$ cat src/rtl/seven_seg_scanner.sv
// Time-multiplexed driver for a 4-digit, active-low 7-segment display.
// Each digit owns a slot of REFRESH_DIV cycles. The first GHOST_GUARD cycles of a
// slot keep all anodes off while segments settle. Character codes are latched
// once per slot, at cnt==0, so a mid-slot input change never tears a digit.
module seven_seg_scanner #(
    parameter int unsigned REFRESH_DIV = 100000,
    parameter int unsigned GHOST_GUARD = 2,
    parameter int unsigned BLINK_DIV   = 25000000
) (
    input  logic       clk,
    input  logic       rst_n,
    input  logic [4:0] display_d0,
    input  logic [4:0] display_d1,
    input  logic [4:0] display_d2,
    input  logic [4:0] display_d3,
    input  logic       blank_all,
    input  logic [3:0] blink_mask,
    output logic [6:0] seg,
    output logic [3:0] an,
    output logic       frame_tick
);

    localparam int unsigned CNT_W   = (REFRESH_DIV > 1) ? $clog2(REFRESH_DIV) : 1;
    localparam int unsigned BLINK_W = (BLINK_DIV > 1) ? $clog2(BLINK_DIV) : 1;

    localparam logic [CNT_W-1:0]   CNT_LAST   = CNT_W'(REFRESH_DIV - 1);
    localparam logic [CNT_W-1:0]   GUARD      = CNT_W'(GHOST_GUARD);
    localparam logic [BLINK_W-1:0] BLINK_LAST = BLINK_W'(BLINK_DIV - 1);

    localparam logic [4:0] CODE_BLANK = 5'h14;
    localparam logic [6:0] SEG_OFF    = 7'h7F;

    // Character code to {g,f,e,d,c,b,a}, active-low; unknown codes show a dash.
    function automatic logic [6:0] decode(input logic [4:0] code);
        logic [6:0] s;
        case (code)
            5'h00:   s = 7'h40;
            5'h01:   s = 7'h79;
            5'h02:   s = 7'h24;
            5'h03:   s = 7'h30;
            5'h04:   s = 7'h19;
            5'h05:   s = 7'h12;
            5'h06:   s = 7'h02;
            5'h07:   s = 7'h78;
            5'h08:   s = 7'h00;
            5'h09:   s = 7'h10;
            5'h0A:   s = 7'h08;
            5'h0B:   s = 7'h03;
            5'h0C:   s = 7'h46;
            5'h0D:   s = 7'h21;
            5'h0E:   s = 7'h06;
            5'h0F:   s = 7'h0E;
            5'h10:   s = 7'h2B;
            5'h11:   s = 7'h2F;
            5'h12:   s = 7'h47;
            5'h13:   s = 7'h09;
            5'h14:   s = 7'h7F;
            5'h15:   s = 7'h4F;
            default: s = 7'h3F;
        endcase
        return s;
    endfunction

    logic [CNT_W-1:0]   cnt_q, cnt_d;
    logic [1:0]         idx_q, idx_d;
    logic               frame_tick_q, frame_tick_d;
    logic [BLINK_W-1:0] blink_cnt_q, blink_cnt_d;
    logic               blink_phase_q, blink_phase_d;
    logic [3:0][4:0]    lat_q, lat_d;
    logic [3:0]         an_q, an_d;
    logic [6:0]         seg_q, seg_d;
    logic [3:0][4:0]    disp;
    logic               slot_wrap;

    // Slot counter, digit index and end-of-sweep pulse.
    always_comb begin
        slot_wrap    = (cnt_q == CNT_LAST);
        cnt_d        = slot_wrap ? '0 : cnt_q + CNT_W'(1);
        idx_d        = slot_wrap ? idx_q + 2'd1 : idx_q;
        frame_tick_d = slot_wrap && (idx_q == 2'd3);
    end

    // Free-running blink timebase, unrelated to the slot counter.
    always_comb begin
        if (blink_cnt_q == BLINK_LAST) begin
            blink_cnt_d   = '0;
            blink_phase_d = ~blink_phase_q;
        end else begin
            blink_cnt_d   = blink_cnt_q + BLINK_W'(1);
            blink_phase_d = blink_phase_q;
        end
    end

    // Capture the active digit's code at the start of its slot only.
    always_comb begin
        disp  = {display_d3, display_d2, display_d1, display_d0};
        lat_d = lat_q;
        if (cnt_q == '0) begin
            lat_d[idx_q] = disp[idx_q];
        end
    end

    // Output decode; seg reads the latch, which is already refreshed once the guard ends.
    always_comb begin
        if ((cnt_q < GUARD) || blank_all) begin
            an_d = 4'hF;
        end else begin
            an_d = ~(4'b0001 << idx_q);
        end
        if (blink_phase_q && blink_mask[idx_q]) begin
            seg_d = SEG_OFF;
        end else begin
            seg_d = decode(lat_q[idx_q]);
        end
    end

    // State and registered outputs.
    always_ff @(posedge clk or negedge rst_n) begin
        if (!rst_n) begin
            cnt_q         <= '0;
            idx_q         <= '0;
            frame_tick_q  <= 1'b0;
            blink_cnt_q   <= '0;
            blink_phase_q <= 1'b0;
            lat_q         <= {4{CODE_BLANK}};
            an_q          <= 4'hF;
            seg_q         <= SEG_OFF;
        end else begin
            cnt_q         <= cnt_d;
            idx_q         <= idx_d;
            frame_tick_q  <= frame_tick_d;
            blink_cnt_q   <= blink_cnt_d;
            blink_phase_q <= blink_phase_d;
            lat_q         <= lat_d;
            an_q          <= an_d;
            seg_q         <= seg_d;
        end
    end

    assign an         = an_q;
    assign seg        = seg_q;
    assign frame_tick = frame_tick_q;

endmodule

$ cat config.mk
export PLATFORM = sky130hd
export DESIGN_NAME = seven_seg_scanner
export DESIGN_NICKNAME = d
export VERILOG_FILES = /design/src/rtl/seven_seg_scanner.sv
export SDC_FILE = /design/constraint.sdc
export NUM_CORES = 1
export LEC_CHECK = 0
export CAP_MARGIN = 40
export CORE_MARGIN = 10
export CORE_UTILIZATION = 45
export DETAILED_ROUTE_END_ITERATION = 8
export PLACE_DENSITY = 0.74
export SETUP_SLACK_MARGIN = 0.2
export SYNTH_ARGS = -nofsm -noshare
export SYNTH_HDL_FRONTEND = slang
export SYNTH_SLANG_ARGS = --single-unit
export TNS_END_PERCENT = 100
$ cat constraint.sdc
create_clock -name clk -period 6.85 [get_ports clk]
set_input_delay 1.0275 -clock clk [delete_from_list [all_inputs] [get_ports clk]]
set_output_delay 1.0275 -clock clk [all_outputs]
set_load 0.01 [all_outputs]
==> flow_results.org <==
** Timing
- Fin Clk Skew :: ~8.7 ps
- Setup repair after global routing left no endpoint under its margin.
- Adding up every negative setup slack in the final design gives 0 ps.
- Maximum frequency from static timing analysis :: 0.383 GHz
- Final hold violation count :: 0
- Setup violations remaining at the end of the flow were counted as 0.
- On the final layout, the worst hold slack is between 400 and 500 ps.
- At the pin with the least slew margin, the transition time is 789 ps.
- The final count of pins violating max slew is 0.
- Min Clock Period, post-route :: between 2000 and 3000 ps
- Final critical-path share of the clock period :: 0.381
- Slew margin rel. :: 0.474

** Status
- The run finished with clean final reports.

** Cells and area
- The number of antenna diodes in the final layout is 0.
- In the final layout, the share of cells above drive strength 1 is 0.203.
- Fill cells in the final layout number around 770.
- In the final design database the tool counted around 430 nets.
- Area overhead of the layout relative to synthesis :: 18.3%

** Yosys
- A synthesized cell averages around 12 um^2.
- Summed over all instances, the cell type with the most area after synthesis is sky130_fd_sc_hd__dfrtp_1.
- Number of synthesized flops with an enable pin :: 0
- Area share of the largest cell type after synthesis :: 0.363
- Post-Synthesis Cell Area :: ~0.004 mm^2
- Proportion of synthesized chip area in sequential cells :: 0.487
- Counting flops and latches in the post-synthesis netlist gives 77.
- Net count after synthesis :: 387
- Warning count from the yosys run :: 0
- The cell count after synthesis came out at between 300 and 400.
- The number of different library cells used by synthesis comes to between 50 and 60.
- The most used flip-flop cell after synthesis is sky130_fd_sc_hd__dfrtp_1.
- For this run, asynchronously set or reset flops after synthesis account for 1.00.
- Yosys attributes the largest share of cell area to sky130_fd_sc_hd__dfrtp_1 36%, sky130_fd_sc_hd__dfstp_2 12%, sky130_fd_sc_hd__mux2_2 6.5%.

** Die
- Die Span X :: about 110 um
- DIE HEIGHT :: 114 um
- Initial Util :: 0.461
- The floorplan has 34 rows.
- 39 I/O pins were placed.
- The total area inside the core boundary comes to 0.00868 mm^2.
- Die footprint :: roughly 0.013 mm^2

** Setup path
- STA puts the critical path data arrival time at 2870 ps.
- STA classifies the critical path endpoint as a register.
- Worst-path cell with the longest stage delay :: sky130_fd_sc_hd__dfrtp_1
- The critical path contains buffers and inverters numbering 0 combined.
- The worst register-to-register path has a depth of 5.
- The signal on the critical path passes through mux4_2, ha_1, mux2_2, a211oi_1, o21ai_0.
- Critical path type :: register to register
- On the critical path the largest part of the delay comes from multiplexers.
- Launching element type of the critical path :: register
- Req. time, crit path :: between 7000 and 8000 ps
- CP max stage delay :: between 800 and 900 ps
- Of all nets on the critical path, the largest fanout is 14.
- Cell depth of the worst setup path :: 5

** CTS
- Cell at the root of the clock tree :: sky130_fd_sc_hd__clkbuf_8
- Number of CTS-inserted buffers :: 9
- The clock tree synthesis step divided the H-tree into 3 levels.
- Bufs on Longest Clock Path :: 2
- Buffers added to address setup during post-CTS repair amount to 0.
- CTS saw slightly below 80 sinks.
- Buffers inserted to repair hold after CTS numbered 0.
- After clock tree synthesis, the clock-pin slew on the worst setup and hold paths is approximately 80 ps.
- Clock Latency Late Sink :: 350 ps
- The number of gates resized after CTS was 0.
- TritonCTS built the clock tree.

** Worst hold path
- Number of cells on the worst hold path :: 1
- Class of the most critical hold timing path :: register to register

** Detailed routing
- Number of vias in the routed layout :: 2802
- Dividing the detail-routed via count by the number of cells gives 5.58.
- In this run, the number of DRC markers left after iteration 0 of detailed routing was between 100 and 150.
- Detailed-router iteration count before antenna repair :: 4
- In the routed design, unresolved DRC markers number 0.
- Wires add up to between 8000 and 9000 um.
- The detail route stage leaves a number of antenna-violating nets equal to 0.
- After detailed routing, the average wire length per cell comes to between 15 and 20 um.

** Place
- Port Buffers :: 38
- Routability congestion estimate from global placement :: 0.864
- Summed over all nets, the half-perimeter wirelength after detailed placement is a little over 6000 um.

** Global route
- After global routing the overflow that remains totals 0.
- Vias in the first global route :: roughly 2700
- Antenna violations before repair :: 0
- Wire length of the first global-routing pass :: approximately 14000 um
- Global router's overall resource usage :: 0.131
- Maximum number of pins on one net before global-route repair :: 45

** Pwr
- Worst supply voltage drop on vdd :: between 100 and 150 uV
- In this run the power density over the cells is 199 mW/mm^2.
- Leakage power figure :: approximately 0.0019 uW

** Flow run
- Number of maximum-capacitance violations :: 0
[stage by stage]
| stage | total power (uW) | setup WS [ps] | instances | utilization | instance area, um^2 |
|---|---|---|---|---|---|
| 2_1_floorplan | 511 | 4650 | 347 | - | 4000 |
| 3_3_place_gp | 547 | 4310 | 484 | 0.515 | 4470 |
| 3_5_place_dp | 551 | 4220 | 486 | 0.519 | 4500 |
| 4_1_cts | 953 | 4200 | 502 | 0.546 | 4740 |
| 5_1_grt | 980 | 4000 | 502 | 0.546 | 4740 |
| 6_report | 941 | 4240 | 502 | 0.546 | 4740 |
[layer usage]
metal	share of wire	up-vias	GRT usage	routed length, um
li1	-	1360	-	-
met1	0.44	1390	0.165	3670
met2	0.51	41	0.212	4280
met3	0.034	11	0.0393	284
met4	0.014	0	0.0359	115
met5	0	-	0	0
[cells in the final DEF, fill, tap and decap left out, drive strengths merged, types with 2 or more instances in the layout]
| cell type | instances |
|---|---|
| dfrtp | 58 |
| clkdlybuf4s50 | 37 |
| nand2 | 26 |
| mux2 | 23 |
| xnor2 | 21 |
| nor2 | 20 |
| dfstp | 19 |
| inv | 18 |
| nand3 | 15 |
| ha | 13 |
| nand4 | 13 |
| clkbuf | 13 |
| mux4 | 11 |
| a21oi | 11 |
| xor2 | 10 |
| or4 | 10 |
| o21ai | 9 |
| nor4 | 9 |
| nor3 | 8 |
| and3 | 6 |
| or3 | 5 |
| o31ai | 4 |
| nand2b | 3 |
| mux2i | 3 |
| buf | 3 |
| and4 | 2 |
| a31o | 2 |
| nor2b | 2 |
| bufinv | 2 |
| or4b | 2 |
[where the power goes]
part | switching, uW | internal (uW) | total [uW]
clock network | 161 | 237 | 399
logic | 31.9 | 37.4 | 69.3
registers | 3.86 | 469 | 473
total | 197 | 744 | 941
[synthesized netlist by cell type (all sizes together) (2+ instances only)]
cell type / number
mux2i: 3
xor2: 10
dfstp: 19
nand2b: 3
dfrtp: 58
nor2b: 2
nand4: 13
or4: 10
xnor2: 21
or4b: 2
a21oi: 11
and3: 6
o31ai: 4
ha: 13
a31o: 2
inv: 18
or3: 5
nor2: 20
nand3: 15
mux2: 23
nor4: 9
buf: 7
o21ai: 9
nand2: 26
nor3: 8
mux4: 11
clkbuf: 2
and4: 2
[flip-flops by register name, summed over array words and instances (netlist names)]
register / flops
cnt_q: 17
seg: 7
blink_cnt_q: 25
idx_q: 2
lat_q: 20
an: 4
frame_tick: 1
blink_phase_q: 1
[cell type report]
type,count,area (um^2),share of cell area
flip-flops and latches,77,1950,0.412
multi-input cells,243,1940,0.409
repair buffers,40,409,0.0864
clock buffers,13,170,0.0359
well taps,108,135,0.0285
inverters,18,67.6,0.0143
clock inverters,3,65.1,0.0137
[worst register-to-register path: cells and delay by family (launching register included)]
kind	cells	cell delay, ps
muxes	2	960
AOI/OAI and AO/OA	2	430
adders and majority gates	1	270
DFF	1	860
[cell families (layout without fill, tap and decap cells)]
logic type	after synthesis	count (layout)	share of synthesized area
AND/OR/NAND/NOR	126	126	0.182
flip-flops	77	77	0.487
multiplexers	37	37	0.134
AO/OA/AOI/OAI	36	36	0.0600
XOR/XNOR	31	31	0.0678
buffers and inverters	27	74	0.0281
adder cells (fa/ha/maj)	13	13	0.0406
[final timing paths]
kind | startpoint | endpoint | slack [ps]
max | idx_q[0] | seg[5] | 4240
min | blink_cnt_q[17] | blink_cnt_q[17] | 490
max reg2reg | idx_q[0] | seg[5] | 4240
min reg2reg | blink_cnt_q[17] | blink_cnt_q[17] | 490
max in group asynchronous | rst_n | lat_q[4] | 5590
min in group asynchronous | rst_n | blink_cnt_q[24] | 610
No activity file was read; power rests on OpenSTA's default activity.
==> RTL change 1, RTL diff (same settings) <==
Register the output `seg` once more, with the module's reset; this adds one clock of latency there. The other outputs are not delayed to match.
--- a/src/rtl/seven_seg_scanner.sv
+++ b/src/rtl/seven_seg_scanner.sv
@@ -138,7 +138,13 @@
     end
 
     assign an         = an_q;
-    assign seg        = seg_q;
+    always_ff @(posedge clk or negedge rst_n) begin
+        if (!rst_n) begin
+            seg <= '0;
+        end else begin
+            seg <= seg_q;
+        end
+    end
     assign frame_tick = frame_tick_q;
 
 endmodule
Function: changed (a bounded check fails within 4 cycles, from zero or initial values and one cycle with rst_n low).
==> RTL change 1 against the unedited design <==
  * Synthesized area up 3.7%
  * Combinational power decreased by 2%
  * Wire length down 6.8%
  * Hold slack worse by 0.10 ns
  * Via count down 1.1%
  * Final area up 2.8%
  * Setup slack lost 0.017 ns
  * Highest routed layer unchanged
  * Critical endpoint is now seg_q[3]$_DFF_PN1_
  * Clock power down 3%
  * Critical path depth is 2 higher
  * Sequential cell count up 7
  * Final cell count is 0.20% higher
  * Largest cell class unchanged
  * Power rose by 3.6%
==> RTL change 1: results (changes against the unedited design) <==
status completed; Critical Path End seg_q[3]$_DFF_PN1_; met2 usage in global routing 0.198 (-0.0143); initial antenna violation count 0 (unchanged); critical-path maximum fanout 14 (unchanged); Synthesized Nets 391 (+1.0%); arrival time reported for the critical path endpoint 2.90 ns (+0.03 ns); Iter 0 DRT Violations 100 (-13%); clock input transition at the sequential cells of the worst setup and hold paths 0.08 ns (about the same); internal cell power 0.768 mW (+3.2%); final setup skew 0.0101 ns (+0.00137 ns); Reg2Reg Setup Slack 4.22 ns (-0.02 ns); global-route met3 utilization 0.0377 (-0.00158); H-tree Lvls 3 (unchanged); multiplexer share of the synthesized area 0.132 (-0.00202); Clock Path Buffers 2 (unchanged); compound-cell area share of the yosys netlist 0.0476 (-0.0124); HP Start seg_q[6]$_DFF_PN1_; HPWL reported at the end of detailed placement 5670 µm (-6.8%); net total in the final layout 430 (+0.23%); top flip-flop cell by instance count after synthesis dfrtp_1; switch share 0.213 (+0.00310); Clock net power 0.388 mW (-3%); last weighted congestion value of the routability-driven placer 0.783 (-9.4%); Worst path top cell family by delay multiplexers; share of final-layout standard cells stronger than drive strength 1 0.149 (-0.0537); aggregate global-route resource usage 0.122 (-0.00813); Static Leakage 1.99 nW (+4.9%); routing usage on met1 0.151 (-0.0133); Worst Hold End seg[6]$_DFF_PN0_; clock insertion delay at the later pin of the skew report 0.35 ns (about the same); via-per-instance ratio 5.51 (-1.3%); quantity of gates resized following cts 0 (unchanged); count of cells along the worst register-to-register path 7 (+2); maximum cell stage delay along the critical path 0.85 ns; xor and xnor area share after synthesis 0.0654 (-0.00239); Yosys cell types 43 (-17%); Logic power comb 0.0681 mW (-2%); via count of the first global-routing pass 2815 (+3.5%); Filler Cells Inserted 742 (-3.8%); global-route wire length before repair 13300 µm (-3.3%); number of buffer cells added on primary ports 38 (unchanged); Hold Path Depth 0 (-1); pin count of the biggest net entering global routing 50 (+11%); worst IR drop on VDD 0.000140 V (+5.6%); total routed wirelength 7780 µm (-6.8%); most used standard cells in the synthesized netlist dfrtp_1 (65), mux2_1 (20), nand2_1 (20), dfstp_2 (19), nor2_1 (17); Peak Freq 381 MHz (-0.64%); Yosys Warn Count 0 (unchanged); Worst-Margin Slew 0.763 ns (-0.0257 ns); portion of the post-synthesis area used by sequential elements 0.512 (+0.0250); adder and majority gate portion of the synthesized area 0.0392 (-0.00143); most area-consuming cells after synthesis dfrtp_1 (39%), dfstp_2 (12%), mux4_2 (6.5%), mux2_1 (5.4%), ha_1 (3.9%)
-- RTL change 1: changes by cell type after synthesis, sizes merged, moves of 4 or more --
cell,before,now
inv,18,14
nor4,9,3
dfrtp,58,65
xnor2,21,16
and4,2,6
xor2,10,15
-- RTL change 1: through the flow --
stage               hold WS, ns  cell area [µm²]  instances
finish                    0.392             4870        503
global route              0.387             4870        503
CTS                       0.390             4870        503
detailed placement        0.381             4640        487
global placement          0.380             4600        485
floorplan                 0.379             4150        351
-- RTL change 1: layout make-up --
class                   instances  share of cell area
flip-flops and latches         84               0.437
multi-input cells             241               0.393
repair buffers                 40              0.0856
clock buffers                  11              0.0290
well taps                     108              0.0277
clock inverters                 5              0.0175
inverters                      14              0.0108
-- RTL change 1: routing by layer --
layer | vias to the layer above | routed length (µm)
li1 | 1346 | -
met1 | 1375 | 3500
met2 | 43 | 3860
met3 | 7 | 318
met4 | 0 | 108
met5 | - | 0
==> RTL change 2, RTL diff (same flow settings) <==
Without the edit above. Set the parameter `BLINK_DIV` to 50000000 (it was 25000000).
--- a/src/rtl/seven_seg_scanner.sv
+++ b/src/rtl/seven_seg_scanner.sv
@@ -5,7 +5,7 @@
 module seven_seg_scanner #(
     parameter int unsigned REFRESH_DIV = 100000,
     parameter int unsigned GHOST_GUARD = 2,
-    parameter int unsigned BLINK_DIV   = 25000000
+    parameter int unsigned BLINK_DIV   = 50000000
 ) (
     input  logic       clk,
     input  logic       rst_n,
Behaviour: no difference found for any inputs over 10 cycles, from zero or initial values and one cycle with rst_n low; that may be too few to reach the edited logic, so the function may still have changed.
==> RTL change 2 against the unedited design <==
  * Synthesized area up 0.81%
  * First-iteration DRC count down 0.87%
  * Via count up 0.11%
  * Power down 7.2%
  * Final cell count up 0.80%
  * Final area down 0.63%
  * Largest power group unchanged
  * Critical path type unchanged
  * Critical path depth unchanged
  * Utilization down 0.61 points
  * Clock power down 19%
  * Sequential cell count up 1
  * Wire length down 6.1%
  * Setup slack worse by 0.31 ns
==> RTL change 2: results (changes against the unedited design) <==
share of final-layout standard cells stronger than drive strength 1 0.128 (-0.0749); worst IR drop on VDD 0.000169 V (+28%); Worst Hold End blink_cnt_q[0]$_DFF_PN0_; global-route wire length before repair 13800 µm (+0.50%); Yosys cell types 48 (-7.7%); pin count of the biggest net entering global routing 62 (+38%); CTS Buf Count 9 (unchanged); last weighted congestion value of the routability-driven placer 0.826 (-4.4%); endpoint of the most critical register-to-register path seg[6]$_DFF_PN1_; total routed wirelength 7840 µm (-6.1%); Logic power comb 0.0684 mW (-1%); met2 wirelength from detailed routing 3690 µm (-14%); aggregate global-route resource usage 0.128 (-0.00272); type of the worst setup path flip-flop to flip-flop; most area-consuming cells after synthesis dfrtp_1 (37%), dfstp_2 (12%), mux4_2 (6.1%), mux2_1 (5.9%), ha_1 (4.0%); Yosys Warn Count 0 (unchanged); Static Leakage 1.94 nW (+2.2%); net total in the final layout 433 (+0.93%); seq pwr 0.480 mW (+1%); most used standard cells in the synthesized netlist dfrtp_1 (59), nand2_1 (27), mux2_1 (21), nor2_1 (21), dfstp_2 (19); Iter 0 DRT Violations 114 (-0.87%); portion of the post-synthesis area used by sequential elements 0.490 (+0.00227); Synthesized Nets 393 (+1.6%); H-tree Lvls 3 (unchanged); largest registers ranked by flip-flop count blink_cnt_q x26, lat_q x20, cnt_q x17; Power per Cell Area 186 nW/µm² (-6.6%); hold slack final 0.459 ns (-0.0338 ns); standard cell area after detailed placement 4530 µm² (+0.61%); Filler Cells Inserted 743 (-3.6%); uppermost layer routed met4; Worst-Margin Slew 0.783 ns (-0.00648 ns); HPWL reported at the end of detailed placement 5610 µm (-7.7%); HP Start blink_cnt_q[0]$_DFF_PN0_; class of the most critical hold timing path flip-flop to flip-flop; via-per-instance ratio 5.54 (-0.68%); status completed; met1 routed wirelength after detailed routing 3710 µm (+0.95%); Met3 Routed Length 346 µm (+22%); Clock Path Buffers 2 (unchanged); final setup skew 0.0111 ns (+0.00242 ns); internal cell power 0.681 mW (-8.4%); Reg2Reg Setup Slack 3.93 ns (-0.31 ns)
[RTL change 2: cell types whose count changed in the layout (fill, tap and decap cells not counted), moves of 5 or more]
cell	before	now
inv_1	18	13
mux2_1	0	21
mux2_2	23	0
xnor2_1	21	12
xor2_1	10	18
[RTL change 2: cell families after synthesis]
logic type / count (synthesis) / synth area share
AOI/OAI and AO/OA: 40 / 0.0623
xor gates and xnor gates: 30 / 0.0651
adders and majority gates: 13 / 0.0403
buffers and inverters: 24 / 0.0254
DFF: 78 / 0.490
muxes: 38 / 0.136
and+or+nand+nor: 130 / 0.181
[RTL change 2: through the flow]
stage	setup slack (ns)	std cells
2_1_floorplan	4.37	353
6_report	3.93	506
3_5_place_dp	3.96	490
5_1_grt	3.81	506
3_3_place_gp	4.01	489
4_1_cts	3.92	506
[RTL change 2: final cells by class]
| class | count | area, µm² | area share |
|---|---|---|---|
| Sequential cell | 78 | 1980 | 0.420 |
| Multi-Input combinational cell | 251 | 1960 | 0.416 |
| Timing Repair Buffer | 40 | 413 | 0.0877 |
| Clock buffer | 14 | 143 | 0.0303 |
| Tap cell | 108 | 135 | 0.0287 |
| Inverter | 13 | 48.8 | 0.0104 |
| Clock inverter | 2 | 35.0 | 0.00744 |
[RTL change 2: critical path, stage by stage, from the launching register on]
cell	delay, ns
dfrtp_1	0.85
mux4_2	0.69
ha_1	0.29
mux2_4	0.29
and3_1	0.20
or4_1	0.51
[RTL change 2: layer usage]
| metal | up-vias | global-route usage |
|---|---|---|
| met5 | - | 0 |
| met4 | 0 | 0.0396 |
| met3 | 12 | 0.0362 |
| met2 | 59 | 0.202 |
| met1 | 1376 | 0.166 |
| li1 | 1358 | - |
